**src/rtl/pipe_hazard_ctrl.sv**
```systemverilog
// Stall/flush sequencer for the 5-stage pipeline: load-use, branch, divide wait and exception/ERET flush.
// Optional PIPE_HAZARD_PERF_EN adds saturating stall_cycles / flush_cycles counters.
module pipe_hazard_ctrl #(
   parameter int FLUSH_CYCLES = 2,
   parameter int DIV_MAX      = 40
) (
   input  logic       clk,
   input  logic       reset,
   input  logic [4:0] id_rs,
   input  logic [4:0] id_rt,
   input  logic       id_uses_rs,
   input  logic       id_uses_rt,
   input  logic       ex_memread,
   input  logic [4:0] ex_rt,
   input  logic       ex_branch_taken,
   input  logic       div_start,
   input  logic       div_done,
   input  logic       exc_req,
   input  logic       eret_req,
   output logic       pc_stall,
   output logic       ifid_stall,
   output logic       ifid_flush,
   output logic       idex_bubble,
   output logic       idex_flush,
   output logic       idex_stall,
   output logic       exmem_flush,
   output logic [1:0] pc_sel,
   output logic       div_abort,
   output logic       div_timeout,
   output logic [1:0] state_o
`ifdef PIPE_HAZARD_PERF_EN
   ,
   output logic [31:0] stall_cycles,
   output logic [31:0] flush_cycles
`endif
);

   typedef enum logic [1:0] {
      RUN       = 2'b00,
      DIV_WAIT  = 2'b01,
      EXC_FLUSH = 2'b10
   } state_t;

   localparam logic [3:0] FLUSH_INIT = 4'(FLUSH_CYCLES - 1);
   localparam logic [7:0] DIV_LAST   = 8'(DIV_MAX - 1);

   state_t     state, state_nxt;
   logic [3:0] fcnt, fcnt_nxt;
   logic [7:0] dcnt, dcnt_nxt;
   logic       load_use;
   logic       exc_evt;

   assign load_use = ex_memread && (ex_rt != 5'd0) &&
                     ((id_uses_rs && (id_rs == ex_rt)) || (id_uses_rt && (id_rt == ex_rt)));
   assign exc_evt  = exc_req || eret_req;

   always_ff @(posedge clk) begin
      if (reset) begin
         state <= RUN;
         fcnt  <= 4'd0;
         dcnt  <= 8'd0;
      end else begin
         state <= state_nxt;
         fcnt  <= fcnt_nxt;
         dcnt  <= dcnt_nxt;
      end
   end

   always_comb begin
      state_nxt   = state;
      fcnt_nxt    = fcnt;
      dcnt_nxt    = dcnt;
      pc_stall    = 1'b0;
      ifid_stall  = 1'b0;
      ifid_flush  = 1'b0;
      idex_bubble = 1'b0;
      idex_flush  = 1'b0;
      idex_stall  = 1'b0;
      exmem_flush = 1'b0;
      pc_sel      = 2'b00;
      div_abort   = 1'b0;
      div_timeout = 1'b0;
      state_o     = 2'b00;
      // Outputs stay quiet for the whole reset cycle, even before state has returned to RUN.
      if (!reset) begin
         state_o = state;
         case (state)
            RUN: begin
               if (exc_evt) begin
                  ifid_flush  = 1'b1;
                  idex_flush  = 1'b1;
                  exmem_flush = 1'b1;
                  pc_sel      = exc_req ? 2'b10 : 2'b11;
                  state_nxt   = EXC_FLUSH;
                  fcnt_nxt    = FLUSH_INIT;
               end else if (ex_branch_taken) begin
                  ifid_flush = 1'b1;
                  idex_flush = 1'b1;
                  pc_sel     = 2'b01;
               end else if (div_start) begin
                  state_nxt = DIV_WAIT;
                  dcnt_nxt  = 8'd0;
               end else if (load_use) begin
                  pc_stall    = 1'b1;
                  ifid_stall  = 1'b1;
                  idex_bubble = 1'b1;
               end
            end
            DIV_WAIT: begin
               if (exc_evt) begin
                  ifid_flush  = 1'b1;
                  idex_flush  = 1'b1;
                  exmem_flush = 1'b1;
                  pc_sel      = exc_req ? 2'b10 : 2'b11;
                  div_abort   = 1'b1;
                  state_nxt   = EXC_FLUSH;
                  fcnt_nxt    = FLUSH_INIT;
               end else if (div_done) begin
                  state_nxt = RUN;
               end else if (dcnt == DIV_LAST) begin
                  div_timeout = 1'b1;
                  state_nxt   = RUN;
               end else begin
                  pc_stall    = 1'b1;
                  ifid_stall  = 1'b1;
                  idex_stall  = 1'b1;
                  exmem_flush = 1'b1;
                  dcnt_nxt    = dcnt + 8'd1;
               end
            end
            EXC_FLUSH: begin
               ifid_flush = 1'b1;
               idex_flush = 1'b1;
               if (fcnt == 4'd0) state_nxt = RUN;
               else              fcnt_nxt  = fcnt - 4'd1;
            end
            default: state_nxt = RUN;
         endcase
      end
   end

`ifdef PIPE_HAZARD_PERF_EN
   always_ff @(posedge clk) begin
      if (reset) begin
         stall_cycles <= 32'd0;
         flush_cycles <= 32'd0;
      end else begin
         if (pc_stall && (stall_cycles != 32'hFFFF_FFFF)) stall_cycles <= stall_cycles + 32'd1;
         if (ifid_flush && (flush_cycles != 32'hFFFF_FFFF)) flush_cycles <= flush_cycles + 32'd1;
      end
   end
`endif

endmodule

```
**config.mk**
```make
export PLATFORM = sky130hd
export DESIGN_NAME = pipe_hazard_ctrl
export DESIGN_NICKNAME = d
export VERILOG_FILES = /design/src/rtl/pipe_hazard_ctrl.sv
export SDC_FILE = /design/constraint.sdc
export NUM_CORES = 1
export LEC_CHECK = 0
export ABC_AREA = 0
export CAP_MARGIN = 0
export CORE_MARGIN = 1.5
export CORE_UTILIZATION = 47
export CTS_BUF_LIST = sky130_fd_sc_hd__clkbuf_16
export CTS_CLUSTER_DIAMETER = 50
export DETAILED_ROUTE_END_ITERATION = 8
export PLACE_DENSITY_LB_ADDON = 0.08
export SETUP_SLACK_MARGIN = 0.2
export SLEW_MARGIN = 20
export SYNTH_ARGS = -nofsm -noshare
export SYNTH_HDL_FRONTEND = slang
export SYNTH_SLANG_ARGS = --single-unit
```
**constraint.sdc**
```tcl
create_clock -name clk -period 3 [get_ports clk]
set_input_delay 0.45 -clock clk [delete_from_list [all_inputs] [get_ports clk]]
set_output_delay 0.45 -clock clk [all_outputs]
set_load 0.02 [all_outputs]
```
# Word-level counts from Yosys, hierarchy flattened
# Index checks and enable logic that the tools add are counted.
# Widths: inputs -> output; s select.
[totals] reg_bits=14 input_bits=25 word_cells=90
[op_classes] addsub=2 n_eq_ne=17 muxes=53 n_reduce_logical=15
[ops] operator="$mux 8" n=6
[ops] operator="$mux 1" n=27
[ops] operator="$mux 2" n=11
[ops] operator="$ne 2x2->1 const B" n=8
[ops] operator="$pmux 8 s2" n=1
[ops] operator="$eq 5x5->1" n=2
[ops] operator="$add 8x1->8 const B" n=1
[ops] operator="$eq 8x6->1 const B" n=1
[ops] operator="$mux 4" n=2
[ops] operator="$pmux 4 s2" n=1
[ops] operator="$reduce_and 7->1" n=1
[ops] operator="$ne 3x3->1 const B" n=2
[ops] operator="$pmux 2 s3" n=1
[ops] operator="$reduce_bool 5->1" n=1
[ops] operator="$logic_and 1x1->1" n=4
[ops] operator="$logic_not 4->1" n=1
[ops] operator="$ne 4x4->1 const B" n=1
[ops] operator="$pmux 1 s2" n=2
[ops] operator="$pmux 2 s2" n=1
[ops] operator="$reduce_and 4->1" n=1
[ops] operator="$reduce_bool 2->1" n=2
[ops] operator="$sub 4x1->4 const B" n=1
[ops] operator="$pmux 1 s3" n=1
[ops] operator="$reduce_and 3->1" n=1
[ops] operator="6 further kinds" n=7

# Longest topological paths before layout
[depth] depth_word=10 mapped_depth=6

# Worst setup path before layout
# Ideal clock, no wire load.
[synth_timing] kind="input to output" start="in ex_rt[3]" end="out pc_stall" arrival_time_ns=1.897 slack_ns=0.653 cell_stages=5 path_buffers=1 path_cell_list="xor2_1 > nor4_1 > a32oi_1 > o31ai_1 > buf_4"
[synth_via] elab_chain_len=10 word_cells_on_any_way=14 classes_between="eq/ne: 2; mux: 6; reduce/logical: 6"
[synth_rtl] element="start, declared" line="14" source="input logic [4:0] ex_rt,"
[synth_rtl] element="$eq 5x5->1" line="54" source="((id_uses_rs && (id_rs == ex_rt)) || (id_uses_rt && (id_rt == ex_rt)));"
[synth_rtl] element="$logic_and 1x1->1" line="54"
[synth_rtl] element="$logic_or 1x1->1" line="54"
[synth_rtl] element="$logic_and 1x1->1 (*)" line="53" source="assign load_use = ex_memread && (ex_rt != 5'd0) &&"
[synth_rtl] element="$mux 1 (*) (4 in a row)"
[synth_rtl] element="$pmux 1 s2 (*)"
[synth_rtl] element="$mux 1 (*)"
[synth_rtl] element="end, declared" line="20" source="output logic pc_stall,"
# Mark *: on every way between the ends. The rest lies on a longest branch, timed or not.

# Worst setup path after layout
[layout_timing] start="in ex_rt[3]" end="out pc_stall"
[layout_via] elab_chain_len=10 word_cells_on_any_way=14 classes_between="eq/ne: 2; mux: 6; reduce/logical: 6"
[layout_rtl] element="$eq 5x5->1" line="54"
[layout_rtl] element="$logic_and 1x1->1" line="54"
[layout_rtl] element="$logic_or 1x1->1" line="54"
[layout_rtl] element="$logic_and 1x1->1 (*)" line="53"
[layout_rtl] element="$mux 1 (*)" line="103" source="end else if (load_use) begin"
[layout_rtl] element="$mux 1 (*)" line="100" source="end else if (div_start) begin"
[layout_rtl] element="$mux 1 (*)" line="96" source="end else if (ex_branch_taken) begin"
[layout_rtl] element="$mux 1 (*)" line="89" source="if (exc_evt) begin"
[layout_rtl] element="$pmux 1 s2 (*)" line="87" source="case (state)"
[layout_rtl] element="$mux 1 (*)" line="85" source="if (!reset) begin"
# Marked as above.

==> flow_summary.yaml <==
cells_and_area:
  nFillCells: 165
  utilization_pct: 72.6
  final_cell_mix: "clkdlybuf4s50_1 (34), dfxtp_1 (14), a21oi_1 (10)"
  mostFrequentLayoutCell: "clkdlybuf4s50_1"
  multiInputGateArea_um2: 682
  area_growth_syn_to_layout_pct: 42.4
  antenna_cells: 0
  register_area_um2: 280
  stdcell_count: 191
  final_layout_size_suffix_gt1_share_pct: 5.49
  finalNetCount: 192
sta:
  fmax_mhz: 374
  setup_violations: 0
  tightestPinTransition_ns: 0.427
  hold_violations: 0
  rsz0062_at_grt: "true"
  maxSlewViolCount: 0
  skew_ns: 0.000895
  timing.final.ws_setup_ns: 0.328
  maxSlewHeadroom_pct: 71.3
  fin_crit_sh_pct: 89.1
  fin_crit_ns: 2.67
global_routing:
  grt_pass1_wl_um: 4540
  grt-ovfl-total: 0
  grt_use_met2_pct: 45.3
  grt_max_degree: 16
  top_usage_layer: "met2"
  antenna_found_initial: 0
  grt_pass1_vias: 1059
  grtUsageMet1_pct: 26.5
  grt_usage_pct: 23.5
  grt_use_met3_pct: 3.64
routing:
  vias: 1093
  drtIter0Drc: 21
  wl_per_cell_um: 14.0
  vias_per_cell: 5.72
  drtPass1Iterations: 4
  ant_nets: 0
  totalWireLength_um: 2670
  drc: 0
cts:
  insertion_delay_ns: 0.24
  cts_buffers: 3
  hold_buffers: 0
  root_buffer: "clkbuf_16"
  tritoncts: "yes"
  ctsResizeCount: 3
  htree_num_levels: 1
  cts_setup_buffers: 0
  cts_buffer_depth: 2
  clock-sinks: 14
  path_clk_slew_ns: 0.05
setup_path:
  reg2reg_to: "dcnt[7]"
  start_kind: "input pin"
  path_class: "input pin to output pin"
  endpoint_kind: "output pin"
  required_ns: 2.55
  startpoint: "ex_rt[3]"
  r2r-start: "state[1]"
  r2r_cells: 4
  r2r_slack_ns: 1.17
  crit_path_max_fanout: 3
  cp.arrival_ns: 2.22
min_path:
  min_path_cells: 2
  min_path_type: "flip-flop to flip-flop"
  min_to: "dcnt[7]"
  worstHoldStart: "dcnt[7]"
synth:
  async_reset_ff_share_pct: 0
  synth.distinct_cells: 43
  netlist_area_um2: 1030
  synth_seq_area_share_pct: 27.2
  syn_nets: 156
  synth_edf_count: 0
  netlist_instances: 129
  ys_ff_latch: 14
  synth_top_flop_cell: "dfxtp_1"
  avgSynthCellArea_um2: 7.99
  yosys.area.top_type: "dfxtp_1"
  synth_top_area_share_pct: 27.2
  ys_warn_count: 0
  yosys-top-cells-area: "dfxtp_1 (27%), xor2_1 (6.8%), a21oi_1 (4.9%), or4_1 (4.4%), nor4_1 (3.6%)"
place:
  place_congestion: 0.821
  place_ws_ns: -0.0206
  dp.cells: 187
  portBuffers: 37
  place.detailed.hpwl_um: 2140
floorplanning:
  die-area_um2: 2480
  io_pins: 38
  row_count: 16
  die_y_um: 49.8
  fp.coreArea_um2: 2020
  start_util_pct: 51.0
  die_w_um: 49.8
power_and_ir_drop:
  max-vdd-ir-drop_mv: 0.387
  power.density_nw_per_um2: 396
  leakage_nw: 0.528
run_status:
  status: "completed"
job:
  maxCapViolCount: 0
==> synth_stat cells (all sizes together), types with 5 or more instances <==
| library cell | instances |
|---|---|
| or4 | 6 |
| nand3 | 5 |
| a21oi | 10 |
| buf | 6 |
| inv | 5 |
| xor2 | 8 |
| dfxtp | 14 |
| o31ai | 5 |
| nor2 | 8 |
| nor4 | 6 |
| o21ai | 6 |
| nor3 | 8 |
==> worst max-delay path, cell delays in order <==
cell and delay, ns:
clkdlybuf4s50_1 0.46, xor2_1 0.19, nor4_1 0.30, a32oi_1 0.17, o31ai_1 0.29, dlygate4sd1_1 0.36
==> final cells by class <==
type	count	area share, %
Clock buffer	3	5.12
Clock inverter	1	0.256
Inverter	5	1.28
Tap cell	27	2.30
Timing Repair Buffer	38	25.5
Sequential cell	14	19.1
Multi-Input combinational cell	103	46.5
==> metal layers <==
layer / up-vias / routed length (um) / share of wire [%]
met5: - / 0 / 0
met4: 0 / 34 / 1.3
met3: 6 / 133 / 5.0
met2: 41 / 1430 / 54
met1: 499 / 1070 / 40
li1: 547 / - / -
==> kinds of logic (layout without fill, tap and decap cells) <==
| logic type | Yosys count | after routing | synth area share [%] |
|---|---|---|---|
| buffers and inverters | 12 | 47 | 6.67 |
| adder cells (fa/ha/maj) | 2 | 2 | 2.43 |
| XOR/XNOR | 11 | 11 | 9.35 |
| multiplexers | 2 | 2 | 2.06 |
| AND/OR/NAND/NOR | 58 | 58 | 33.9 |
| AO/OA/AOI/OAI | 30 | 30 | 18.4 |
| flip-flops | 14 | 14 | 27.2 |
==> where the power goes <==
group / internal, mW / switching, mW
Clock: 0.176 / 0.0770
Combinational: 0.0702 / 0.0576
Sequential: 0.193 / 0.00807
==> stage by stage <==
step	cell area [um2]	TNS (ns)	total power [mW]	hold WS (ns)
floorplan	1030	0	0.274	0.443
global placement	1390	0	0.327	0.460
global route	1470	0	0.609	0.504
CTS	1470	0	0.585	0.483
finish	1470	0	0.582	0.484
detailed placement	1390	-0.0303	0.331	0.470
==> state kept, by name, indices dropped and copies added, names as in the netlist <==
| name | count |
|---|---|
| fcnt | 4 |
| state | 2 |
| dcnt | 8 |
==> worst max path at each step <==
| stage | to | cells past startpoint |
|---|---|---|
| finish | pc_stall | 6 |
| global placement | ifid_stall | 6 |
| floorplan | pc_stall | 5 |
| CTS | pc_stall | 6 |
| detailed placement | pc_stall | 6 |
| global route | pc_stall | 6 |
Note: power is estimated with default switching activity, not from simulation.
